File: src/rtl/fpu_unary_arbiter.sv
// Round-robin arbiter sharing one fixed-latency, non-stallable unary FPU unit among NREQ requesters.
// Optional build macro FPU_ARB_FIXED_PRIO_EN selects fixed lowest-index priority (higher indices may starve).
module fpu_unary_arbiter #(
   parameter int NREQ    = 4,
   parameter int IDXW    = 2,
   parameter int LATENCY = 1
) (
   input  logic                 clk,
   input  logic                 rstn,
   input  logic [NREQ-1:0]      req_valid,
   input  logic [32*NREQ-1:0]   req_data,
   output logic [NREQ-1:0]      req_ready,
   output logic [31:0]          fu_x,
   input  logic [31:0]          fu_y,
   output logic [NREQ-1:0]      rsp_valid,
   output logic [31:0]          rsp_data,
   output logic                 busy
);

   logic            grant_any;
   logic [IDXW-1:0] grant_idx;
   logic [31:0]     grant_data;
   logic [LATENCY:0] tag_valid;
   logic [IDXW-1:0]  tag_idx [0:LATENCY];

`ifdef FPU_ARB_FIXED_PRIO_EN
   always_comb begin
      grant_any = 1'b0;
      grant_idx = '0;
      for (int unsigned i = 0; i < NREQ; i++) begin
         if (!grant_any && req_valid[i]) begin
            grant_any = 1'b1;
            grant_idx = IDXW'(i);
         end
      end
   end
`else
   logic [IDXW-1:0]   ptr;
   logic [IDXW-1:0]   ptr_next;
   logic [2*NREQ-1:0] rotated;

   // Rotating a doubled copy puts requester ptr at bit 0, so the scan uses constant indices only.
   always_comb begin
      int unsigned pos;
      pos       = 0;
      grant_any = 1'b0;
      grant_idx = '0;
      rotated   = {req_valid, req_valid} >> ptr;
      for (int unsigned k = 0; k < NREQ; k++) begin
         if (!grant_any && rotated[k]) begin
            grant_any = 1'b1;
            pos       = 32'(ptr) + k;
            if (pos >= 32'(NREQ))
               pos = pos - 32'(NREQ);
            grant_idx = IDXW'(pos);
         end
      end
      ptr_next = (grant_idx == IDXW'(NREQ - 1)) ? '0 : grant_idx + 1'b1;
   end

   always_ff @(posedge clk) begin
      if (!rstn)
         ptr <= '0;
      else if (grant_any)
         ptr <= ptr_next;
   end
`endif

   always_comb begin
      req_ready  = '0;
      grant_data = '0;
      for (int unsigned i = 0; i < NREQ; i++) begin
         if (grant_any && grant_idx == IDXW'(i)) begin
            req_ready[i] = 1'b1;
            grant_data   = req_data[32*i +: 32];
         end
      end
   end

   always_ff @(posedge clk) begin
      if (!rstn) begin
         fu_x      <= '0;
         tag_valid <= '0;
         for (int unsigned k = 0; k <= LATENCY; k++)
            tag_idx[k] <= '0;
      end else begin
         tag_valid  <= {tag_valid[LATENCY-1:0], grant_any};
         tag_idx[0] <= grant_idx;
         for (int unsigned k = 1; k <= LATENCY; k++)
            tag_idx[k] <= tag_idx[k-1];
         if (grant_any)
            fu_x <= grant_data;
      end
   end

   always_comb begin
      rsp_valid = '0;
      for (int unsigned i = 0; i < NREQ; i++)
         rsp_valid[i] = tag_valid[LATENCY] && (tag_idx[LATENCY] == IDXW'(i));
   end

   assign rsp_data = fu_y;
   assign busy     = |tag_valid;

endmodule

File: config.mk
export PLATFORM = sky130hd
export DESIGN_NAME = fpu_unary_arbiter
export DESIGN_NICKNAME = d
export VERILOG_FILES = /design/src/rtl/fpu_unary_arbiter.sv
export SDC_FILE = /design/constraint.sdc
export NUM_CORES = 1
export LEC_CHECK = 0
export BUFFER_PORTS_ARGS = -buffer_cell sky130_fd_sc_hd__buf_2
export CAP_MARGIN = 20
export CORE_ASPECT_RATIO = 0.5
export CORE_MARGIN = 1.5
export CORE_UTILIZATION = 42
export DETAILED_ROUTE_END_ITERATION = 16
export HOLD_SLACK_MARGIN = 0.1
export PLACE_DENSITY = 0.87
export RECOVER_POWER = 25
export SYNTH_ARGS = -nofsm -noshare
export SYNTH_HDL_FRONTEND = slang
export SYNTH_SLANG_ARGS = --single-unit
File: constraint.sdc
create_clock -name clk -period 6.6 [get_ports clk]
set_clock_uncertainty 0.2 [all_clocks]
set_input_delay 0.66 -clock clk [delete_from_list [all_inputs] [get_ports clk]]
set_output_delay 0.66 -clock clk [all_outputs]
set_load 0.02 [all_outputs]
== Word level (Yosys, flattened, before mapping) ==
Memory sizes are Yosys's and may differ from the RTL's.
Cells that the tools add are included.
Storage, ports and cells
  register bits after elaboration: 36
  memory bits (writable): 4
  bits of input ports: 166
  output and inout bits: 73
  word-level logic and storage cells: 67
  memories: 1
Cells by class
  $add $sub $neg: 8
  order comparisons: 4
  equal/unequal tests: 6
  shifts and indexed selects: 1
  mux-type cells: 25
  bitwise logic cells: 2
  reductions and logical operators: 17
Memories
  tag_idx: words 2, bits a word 2, read ports 2, clocked after Yosys merged registers in 0, write ports 2, line 24  | logic [IDXW-1:0] tag_idx [0:LATENCY];
Operator list (number)
  32-bit two-way mux: 4
  2-bit two-way mux: 11
  1-bit logical AND: 11
  1-bit two-way mux: 10
  3-bit greater-or-equal comparator, second input constant: 3
  2-bit equality test, second input constant: 4
  8-bit by 2-bit >> shifter with 4-bit output: 1
  2-bit by 1-bit subtractor with 2-bit output, second input constant: 4
  2-bit by 2-bit adder with 3-bit output, second input constant: 2
  2-bit by 1-bit equality test with 1-bit output, second input constant: 2
  2-bit logical NOT: 2
  2-bit by 1-bit adder with 3-bit output, second input constant: 1
  2-bit by 3-bit greater-or-equal comparator with 1-bit output, second input constant: 1
  1-bit logical NOT: 3
  2-bit by 1-bit adder with 2-bit output, second input constant: 1
  1-bit OR: 2
  2-bit OR reduction: 1

== Logic depth before layout (Yosys ltp) ==
Gate-level depths: netlist of run 1.
  depth in word-level cells: 17
  gate-level depth with buffers: 9
  gate-level depth less buffers: 7

== Worst setup path before layout of run 1 ==
Ideal clock, no wire load.
  path kind: input port to output port
  start point: input port req_valid[2]
  end point: output port req_ready[2]
  arrival time: 2.352 ns
  data required time: 5.740 ns
  slack: 3.388 ns
  stages: 7
  path buffers: 3
  cell sequence: or4_4 > clkbuf_1 > nand4_1 > ha_1 > buf_2 > clkbuf_1 > and2_1
On the way
  longest elaborated chain between the ends: 14
  elaborated cells between the ends (all ways): 18
  classes of those cells: eq/ne (1); shift (1); mux (9); reduce/logical (7)
RTL lines
  start: declaration: line 10  | input logic [NREQ-1:0] req_valid,
  8-bit by 2-bit >> shifter with 4-bit output *: line 48  | rotated = {req_valid, req_valid} >> ptr;
  1-bit two-way mux: line 50  | if (!grant_any && rotated[k]) begin
  1-bit logical NOT: line 50
  1-bit logical AND: line 50
  1-bit two-way mux: line 50
  1-bit logical NOT: line 50
  1-bit logical AND: line 50
  1-bit two-way mux: line 50
  1-bit logical NOT: line 50
  1-bit logical AND: line 50
  2-bit two-way mux: line 50
  2-bit equality test: line 73  | if (grant_any && grant_idx == IDXW'(i)) begin
  1-bit logical AND *: line 73
  1-bit two-way mux *: line 73
  end: declaration: line 12  | output logic [NREQ-1:0] req_ready,
Mark *: on every way between the ends. The rest lies on a longest branch, timed or not.

== Worst setup path after layout of run 1 ==
  start point: input port req_valid[3]
  end point: output port req_ready[1]
On the way
  longest elaborated chain between the ends: 14
  elaborated cells between the ends (all ways): 18
  classes of those cells: eq/ne (1); shift (1); mux (9); reduce/logical (7)
RTL lines
  8-bit by 2-bit >> shifter with 4-bit output *: line 48
  1-bit two-way mux: line 50
  1-bit logical NOT: line 50
  1-bit logical AND: line 50
  1-bit two-way mux: line 50
  1-bit logical NOT: line 50
  1-bit logical AND: line 50
  1-bit two-way mux: line 50
  1-bit logical NOT: line 50
  1-bit logical AND: line 50
  2-bit two-way mux *: line 50
  named net grant_idx[0]: line 21  | logic [IDXW-1:0] grant_idx;
  2-bit by 1-bit equality test with 1-bit output *: line 73
  1-bit logical AND *: line 73
  1-bit two-way mux *: line 73
The timed path passes the listed nets; every way through them passes the cells marked *.

==> reports/metrics.yaml, run 1 <==
stdcell_area_sq_mm: 0.00359
grt_pass1_wl_um: 13000
postRouteAntennaNets: 0
io_pins: 239
min_path_type: "register to register"
clkSlewWorstSetupHoldPaths_ns: 0.06
setup_violations: 0
viasPerCell: 5.45
synthAdderAreaFrac_pct: 1.77
cts_hold_buf: 0
slew_headroom_pct: 7.07
gp_congestion: 0.794
chipWidth_um: 119
grt_max_degree: 66
netlist-cell-type-count: 34
hold_viol_final: 0
synthSimpleGateAreaFrac_pct: 15.9
worstSkewPairLatency_ns: 0.27
power_w: 0.00119
rows: 20
p_leak_nw: 1.75
yosysSeqAreaShare_pct: 28.3
grt_pass1_vias: 2883
cp_max_fo: 65
layout_commonest_cell: "buf_2"
holdWs_ns: 0.233
period_minus_slack_ns: 3.74
wl_um: 8870
hold_depth: 1
cap_viol_max_count: 0
routedWlPerCell_um: 15.2
placed_area_sq_mm: 0.00345
fin_tns_setup_ns: 0
worst_pin_slew_ns: 1.39
maxClockFrequency_ghz: 0.267
first_pass_iters: 5
grt_overflow: 0
required_ns: 5.74
die-area_sq_mm: 0.00728
layout.cells.non_filler: 582
drt_iter0_drc: 200
syn_area_per_cell_sq_um: 7.55
post_cts_resized: 0
cellPowerDensity_mw_per_mm2: 331
dp_cells: 574
grtUsageTotal_pct: 22.1
die_h_um: 61.1
synth_top_family_by_area: "compound AO/OA/AOI/OAI gates"
cts_buffers: 5
cts_setup_buffers: 0
portBuffers: 174
synth_compound_area_share_pct: 35.2
route.detailed.drc: 0
vias: 3172
synthCells: 375
drive_above_1_share_pct: 38.5
coreArea_sq_mm: 0.00628
synth_mux_area_share_pct: 0
clkSinkCount: 40
layout_common_cells: "buf_2, a21oi_1, dfxtp_1, inv_1"
synth_area_sq_mm: 0.00283
syn_nets: 545
critical_path_class: "input pin to output port"
r2r_cells: 7
fin_nets: 663
clockRootBuffer: "clkbuf_16"
dpl.hpwl_um: 6330
cts_buffer_depth: 2
ys_ff_latch: 40
start_util_pct: 45.1
critPathLaunchType: "input pin"
n_antenna_cell: 0
antenna_found_initial: 0
status: "finished, final reports clean"
synth_xor_area_share_pct: 0
rsz0062_at_grt: "false"
critical_path.endpoint_type: "output port"
area_growth_pct: 26.8
vdd_drop_max_mv: 0.129
drv_slew: 0
fin_crit_sh_pct: 56.7
yosys_warnings: 0
worstPathArrival_ns: 2.88
h-tree-depth: 2
cts_tree: "built"
-- final cells by class --
type	instances	area, sq um
Multi-Input combinational cell	234	1510
Inverter	34	128
Sequential cell	40	801
Clock buffer	8	146
Tap cell	88	110
Timing Repair Buffer	178	900
Fill cell	607	2690
-- routing by layer --
metal / GRT usage (%) / vias up / part of all wire [%]
met1: 25.3 / 1487 / 41
li1: - / 1549 / -
met3: 5.19 / 14 / 7.2
met2: 42.6 / 122 / 50
met5: 0 / - / 0
met4: 6.88 / 0 / 1.4
-- cell usage after synthesis --
master    count  share of area (%)
a21o_1        1               0.27
a21oi_1      99                 17
a221o_1      32                 11
a31oi_1       1               0.22
and2_1        7                1.5
and2b_1       1               0.27
and3_1        1               0.22
and3b_1       1               0.31
and4_1        2               0.62
buf_2        11                1.9
buf_4        32                8.5
buf_6         1               0.40
buf_8         1               0.53
clkbuf_1     22                2.9
dfxtp_1      40                 28
ha_1          4                1.8
inv_1        34                4.5
nand2_1       4               0.53
nand2b_1      1               0.22
nand3b_1     32                8.5
nand4_1       1               0.22
nor2_1        4               0.53
nor2b_1       1               0.22
nor3_1        1               0.18
nor3b_1       2               0.53
nor4_1        1               0.22
nor4_4        1               0.75
o21ai_0      23                4.1
o21ai_1       9                1.6
o21ai_2       1               0.31
or2_2         1               0.22
or2b_1        1               0.27
or3_1         1               0.22
or4_4         1               0.40
-- logic make-up (layout without fill, tap and decap cells) --
family	after synthesis	in the layout
AO/OA/AOI/OAI	166	166
buffers and inverters	101	220
adder cells (fa/ha/maj)	4	4
AND/OR/NAND/NOR	64	64
flip-flops	40	40
-- critical path, cell delays in order --
cell and delay, ns:
buf_2 0.15, and2b_1 0.19, o21ai_0 0.34, and4_1 0.30, ha_2 0.85, and2_1 0.23
buf_2 0.16
-- report_power, final --
| group | leakage [nW] | internal, W | switching, W |
|---|---|---|---|
| Clock | 0.0712 | 0.000151 | 0.0000857 |
| Combinational | 1.34 | 0.000262 | 0.000353 |
| Sequential | 0.331 | 0.000307 | 0.0000319 |
| Total | 1.75 | 0.000720 | 0.000471 |
-- path summary, 6_finish.rpt --
check,end,from,slack [ns]
worst max-delay path,req_ready[1],req_valid[3],2.86
worst min register to register,tag_idx[0][3],tag_idx[0][1],0.23
worst max register to register,fu_x[19],ptr[0],3.74
worst min-delay path,tag_idx[0][3],tag_idx[0][1],0.23
-- metrics by stage --
step | worst slack (ns) | utilization, %
after floorplan | 3.39 | -
after global placement | 2.96 | 54.9
after detailed placement | 2.85 | 54.9
after CTS | 2.84 | 57.2
after global routing | 2.64 | 57.2
final | 2.86 | 57.2
-- state kept, by name, indices dropped and copies added (netlist names) --
register and flops:
tag_idx 4, ptr 2, tag_valid 2, fu_x 32
(Power assumes the default switching activity.)
==> run 2, diff against run 1 <==
Settings changed: CORE_UTILIZATION 42 to 39, PLACE_DENSITY 0.87 to 0.81.
Clock period 6.6 ns to 3.8 ns, I/O delays scaled along.
==> run 2 against run 1 <==
Against the previous run: power increased by 75%; register-to-register slack got worse by 2.8 ns; hold slack got worse by 0.044 ns; sequential share of layout area decreased by 0.18 points; clock power increased by 76%; critical path type unchanged; largest cell class unchanged; highest routed layer unchanged.
==> reports/metrics.yaml, run 2 (synthesis results as in run 1) <==
status: "finished, final reports clean"
first_pass_iters: 5
grt_max_degree: 66
cellPowerDensity_mw_per_mm2: 575
critical_path_class: "input pin to output port"
drv_slew: 0
clockRootBuffer: "clkbuf_16"
postRouteAntennaNets: 0
hold_viol_final: 0
crit_chain: "buf_2, and2b_1, o21ai_0, and4_1, ha_2, and2_1, buf_2"
cp_num_buf_inv: 2
final_util_pct: 52.8
layout_common_cells: "buf_2, a21oi_1, dfxtp_1, inv_1"
routedWlPerCell_um: 14.5
period_minus_slack_ns: 3.13
clkSinkCount: 40
antenna_found_initial: 0
grt_overflow: 0
die_h_um: 63.3
worst_path_largest_cell_delay_ns: 0.84
grt_pass1_wl_um: 13000
cts_hold_buf: 0
wl_um: 8560
viasPerCell: 5.33
cpLargestDelayFamily: "adder cells"
slowest_stage: "ha_2"
chipWidth_um: 124
rows: 21
cp_max_fo: 65
die-area_sq_mm: 0.00781
clkSlewWorstSetupHoldPaths_ns: 0.06
cts_buffer_depth: 2
layout_commonest_cell: "buf_2"
post_cts_resized: 0
holdWs_ns: 0.189
nFillCells: 700
vias: 3137
coreArea_sq_mm: 0.00686
h-tree-depth: 2
gp_congestion: 0.799
worst_pin_slew_ns: 1.01
io_pins: 239
p_leak_nw: 1.76
fin_tns_setup_ns: 0
fin_crit_sh_pct: 82.5
n_antenna_cell: 0
vdd_drop_max_mv: 0.210
required_ns: 3.22
portBuffers: 174
grt_pass1_vias: 2907
cp_common_cell: "buf_2"
worstSkewPairLatency_ns: 0.27
maxClockFrequency_ghz: 0.319
min_path_type: "input pin to register"
rsz0062_at_grt: "false"
cap_viol_max_count: 0
grtUsageTotal_pct: 20.7
fin_nets: 666
setup_slack_ns: 0.665
cts_tree: "built"
drive_above_1_share_pct: 39.0
cts_setup_buffers: 0
reg_top3: "fu_x: 32 flops, tag_idx: 4 flops"
largest_reg_flops: 32
slew_headroom_pct: 32.4
worstPathArrival_ns: 2.55
cts_buffers: 5
place_ws_ns: 0.649
critPathLaunchType: "input pin"
dpl.hpwl_um: 6290
route.detailed.drc: 0
critical_path.endpoint_type: "output port"
start_util_pct: 41.3
drt_iter0_drc: 140
area_growth_pct: 27.8
setup_violations: 0
top_register: "fu_x"
==> run 2: cell count changes in the layout (fill, tap and decap cells not counted), sizes merged <==
cell | previous run | this run
clkbuf | 9 | 8
buf | 177 | 181
==> run 2: worst min-delay path: stages <==
cell     delay (ns)
buf_2          0.07
a21oi_1        0.05
a21oi_1        0.12
==> run 2: stage by stage <==
step | cells | total power [W] | instance area (sq um)
floorplan | 375 | 0.00141 | 2830
global placement | 581 | 0.00165 | 3470
detailed placement | 581 | 0.00167 | 3470
CTS | 589 | 0.00210 | 3620
global route | 589 | 0.00224 | 3620
finish | 589 | 0.00208 | 3620
==> run 2: cell type report <==
type | instances | area, sq um | share of cell area [%]
multi-input cells | 234 | 1510 | 41.6
repair buffers | 181 | 923 | 25.5
inverters | 34 | 128 | 3.52
flip-flops and latches | 40 | 801 | 22.1
well taps | 92 | 115 | 3.18
clock buffers | 8 | 146 | 4.04
==> run 2: per-layer routing <==
layer / vias to the layer above / part of all wire, % / GRT usage (%)
li1: 1555 / - / -
met1: 1459 / 43 / 24.5
met2: 105 / 49 / 37.4
met3: 18 / 6.3 / 4.80
met4: 0 / 1.9 / 6.03
met5: - / 0 / 0
==> run 2: path summary, 6_finish.rpt <==
check                startpoint             to  slack, ns  cells past startpoint
setup / recovery   req_valid[3]   req_ready[1]       0.67                      7
hold / removal    req_data[108]       fu_x[12]       0.19                      3
hold reg to reg   tag_idx[0][1]  tag_idx[0][3]       0.23                      1
setup reg to reg         ptr[1]       fu_x[12]       0.96                      7
==> run 2: report_power, final <==
group          leakage (nW)  internal (W)  switching, W  total (W)
Combinational          1.36      0.000467      0.000608    0.00108
Sequential            0.331      0.000534     0.0000555   0.000589
Clock                0.0712      0.000262      0.000155   0.000416
==> run 3, diff against run 2 <==
Clock period 3.8 ns to 3.2 ns, I/O delays scaled along.
==> run 3 against run 2 <==
Against the previous run: cell area up 0.83%; critical path depth unchanged; via count is 0.67% higher; critical path type unchanged.
==> reports/metrics.yaml, run 3 (synthesis results as in run 1) <==
cap_viol_max_count: 0
cts_setup_buffers: 0
grtUsageTotal_pct: 20.9
rsz0062_at_grt: "false"
place_ws_ns: 0.421
clockRootBuffer: "clkbuf_16"
cellPowerDensity_mw_per_mm2: 683
top_register: "fu_x"
rows: 21
critical_path.endpoint_type: "output port"
layout_commonest_cell: "buf_2"
multi_input_area_sq_mm: 0.00151
maxClockFrequency_ghz: 0.370
seq_area_sq_um: 801
cts_buffer_depth: 2
route.detailed.drc: 0
viasPerCell: 5.34
io_pins: 239
power_w: 0.00249
grt_pass1_vias: 2795
fin_tns_setup_ns: 0
reg_top3: "fu_x: 32 flops, tag_idx: 4 flops"
grt_overflow: 0
h-tree-depth: 2
p_leak_nw: 1.78
die-area_sq_mm: 0.00781
drive_above_1_share_pct: 39.7
cts_hold_buf: 0
min_path_type: "input pin to register"
clkSlewWorstSetupHoldPaths_ns: 0.06
stdcell_area_sq_mm: 0.00365
required_ns: 2.68
worstSkewPairLatency_ns: 0.28
chipWidth_um: 124
status: "finished, final reports clean"
vias: 3158
first_pass_iters: 5
gp_congestion: 0.838
grt_pass1_wl_um: 13100
antenna_found_initial: 0
routedWlPerCell_um: 14.8
start_util_pct: 41.3
grt_max_degree: 57
fin_crit_sh_pct: 84.5
cts_buffers: 5
post_cts_resized: 0
cp_max_fo: 37
cts_tree: "built"
critPathLaunchType: "input pin"
setup_violations: 0
n_antenna_cell: 0
final_util_pct: 53.2
setup_slack_ns: 0.495
worstPathArrival_ns: 2.19
nFillCells: 677
worst_pin_slew_ns: 0.630
layout_common_cells: "buf_2, a21oi_1, dfxtp_1, inv_1"
portBuffers: 174
critical_path_class: "input pin to output port"
hold_viol_final: 0
fin_nets: 668
placed_area_sq_mm: 0.00350
postRouteAntennaNets: 0
wl_um: 8720
vdd_drop_max_mv: 0.273
largest_reg_flops: 32
slew_headroom_pct: 58.0
clkSinkCount: 40
die_h_um: 63.3
dpl.hpwl_um: 6340
coreArea_sq_mm: 0.00686
area_growth_pct: 28.9
drv_slew: 0
period_minus_slack_ns: 2.71
drt_iter0_drc: 156
## run 3: worst paths after layout
| check | to | cells past startpoint | slack, ns | from |
|---|---|---|---|---|
| hold reg to reg | tag_idx[0][2] | 1 | 0.23 | tag_idx[0][0] |
| setup / recovery | req_ready[2] | 7 | 0.49 | req_valid[2] |
| hold / removal | fu_x[30] | 3 | 0.13 | req_data[126] |
| setup reg to reg | fu_x[21] | 8 | 0.74 | ptr[0] |
## run 3: report_power, final
part / total [W] / internal (W) / switching (W) / leakage [nW]
Combinational: 0.00129 / 0.000566 / 0.000722 / 1.37
Sequential: 0.000703 / 0.000634 / 0.0000693 / 0.331
Clock: 0.000503 / 0.000307 / 0.000196 / 0.0766
Total: 0.00249 / 0.00151 / 0.000987 / 1.78
## run 3: cell type report
cell class | instances | area share (%)
repair buffers | 183 | 26.0
inverters | 34 | 3.50
clock inverters | 2 | 0.274
flip-flops and latches | 40 | 21.9
multi-input cells | 234 | 41.3
clock buffers | 6 | 3.80
well taps | 92 | 3.15
## run 3: stage by stage
step	hold WS, ns	instances
CTS	0.119	591
detailed placement	0.222	583
floorplan	0.212	375
global placement	0.214	583
global route	0.129	591
finish	0.128	591
## run 3: critical path, stage by stage
cell     delay, ns
buf_2         0.13
or4_4         0.68
nand4_1       0.17
ha_2          0.20
buf_4         0.33
and2_1        0.18
buf_2         0.16
## run 3: layer usage
metal	global-route usage [%]	vias to the layer above	share of wire (%)
met5	0	-	0
met4	5.03	0	0.91
met3	5.34	10	6.6
met2	36.1	117	49
met1	26.2	1470	44
li1	-	1561	-
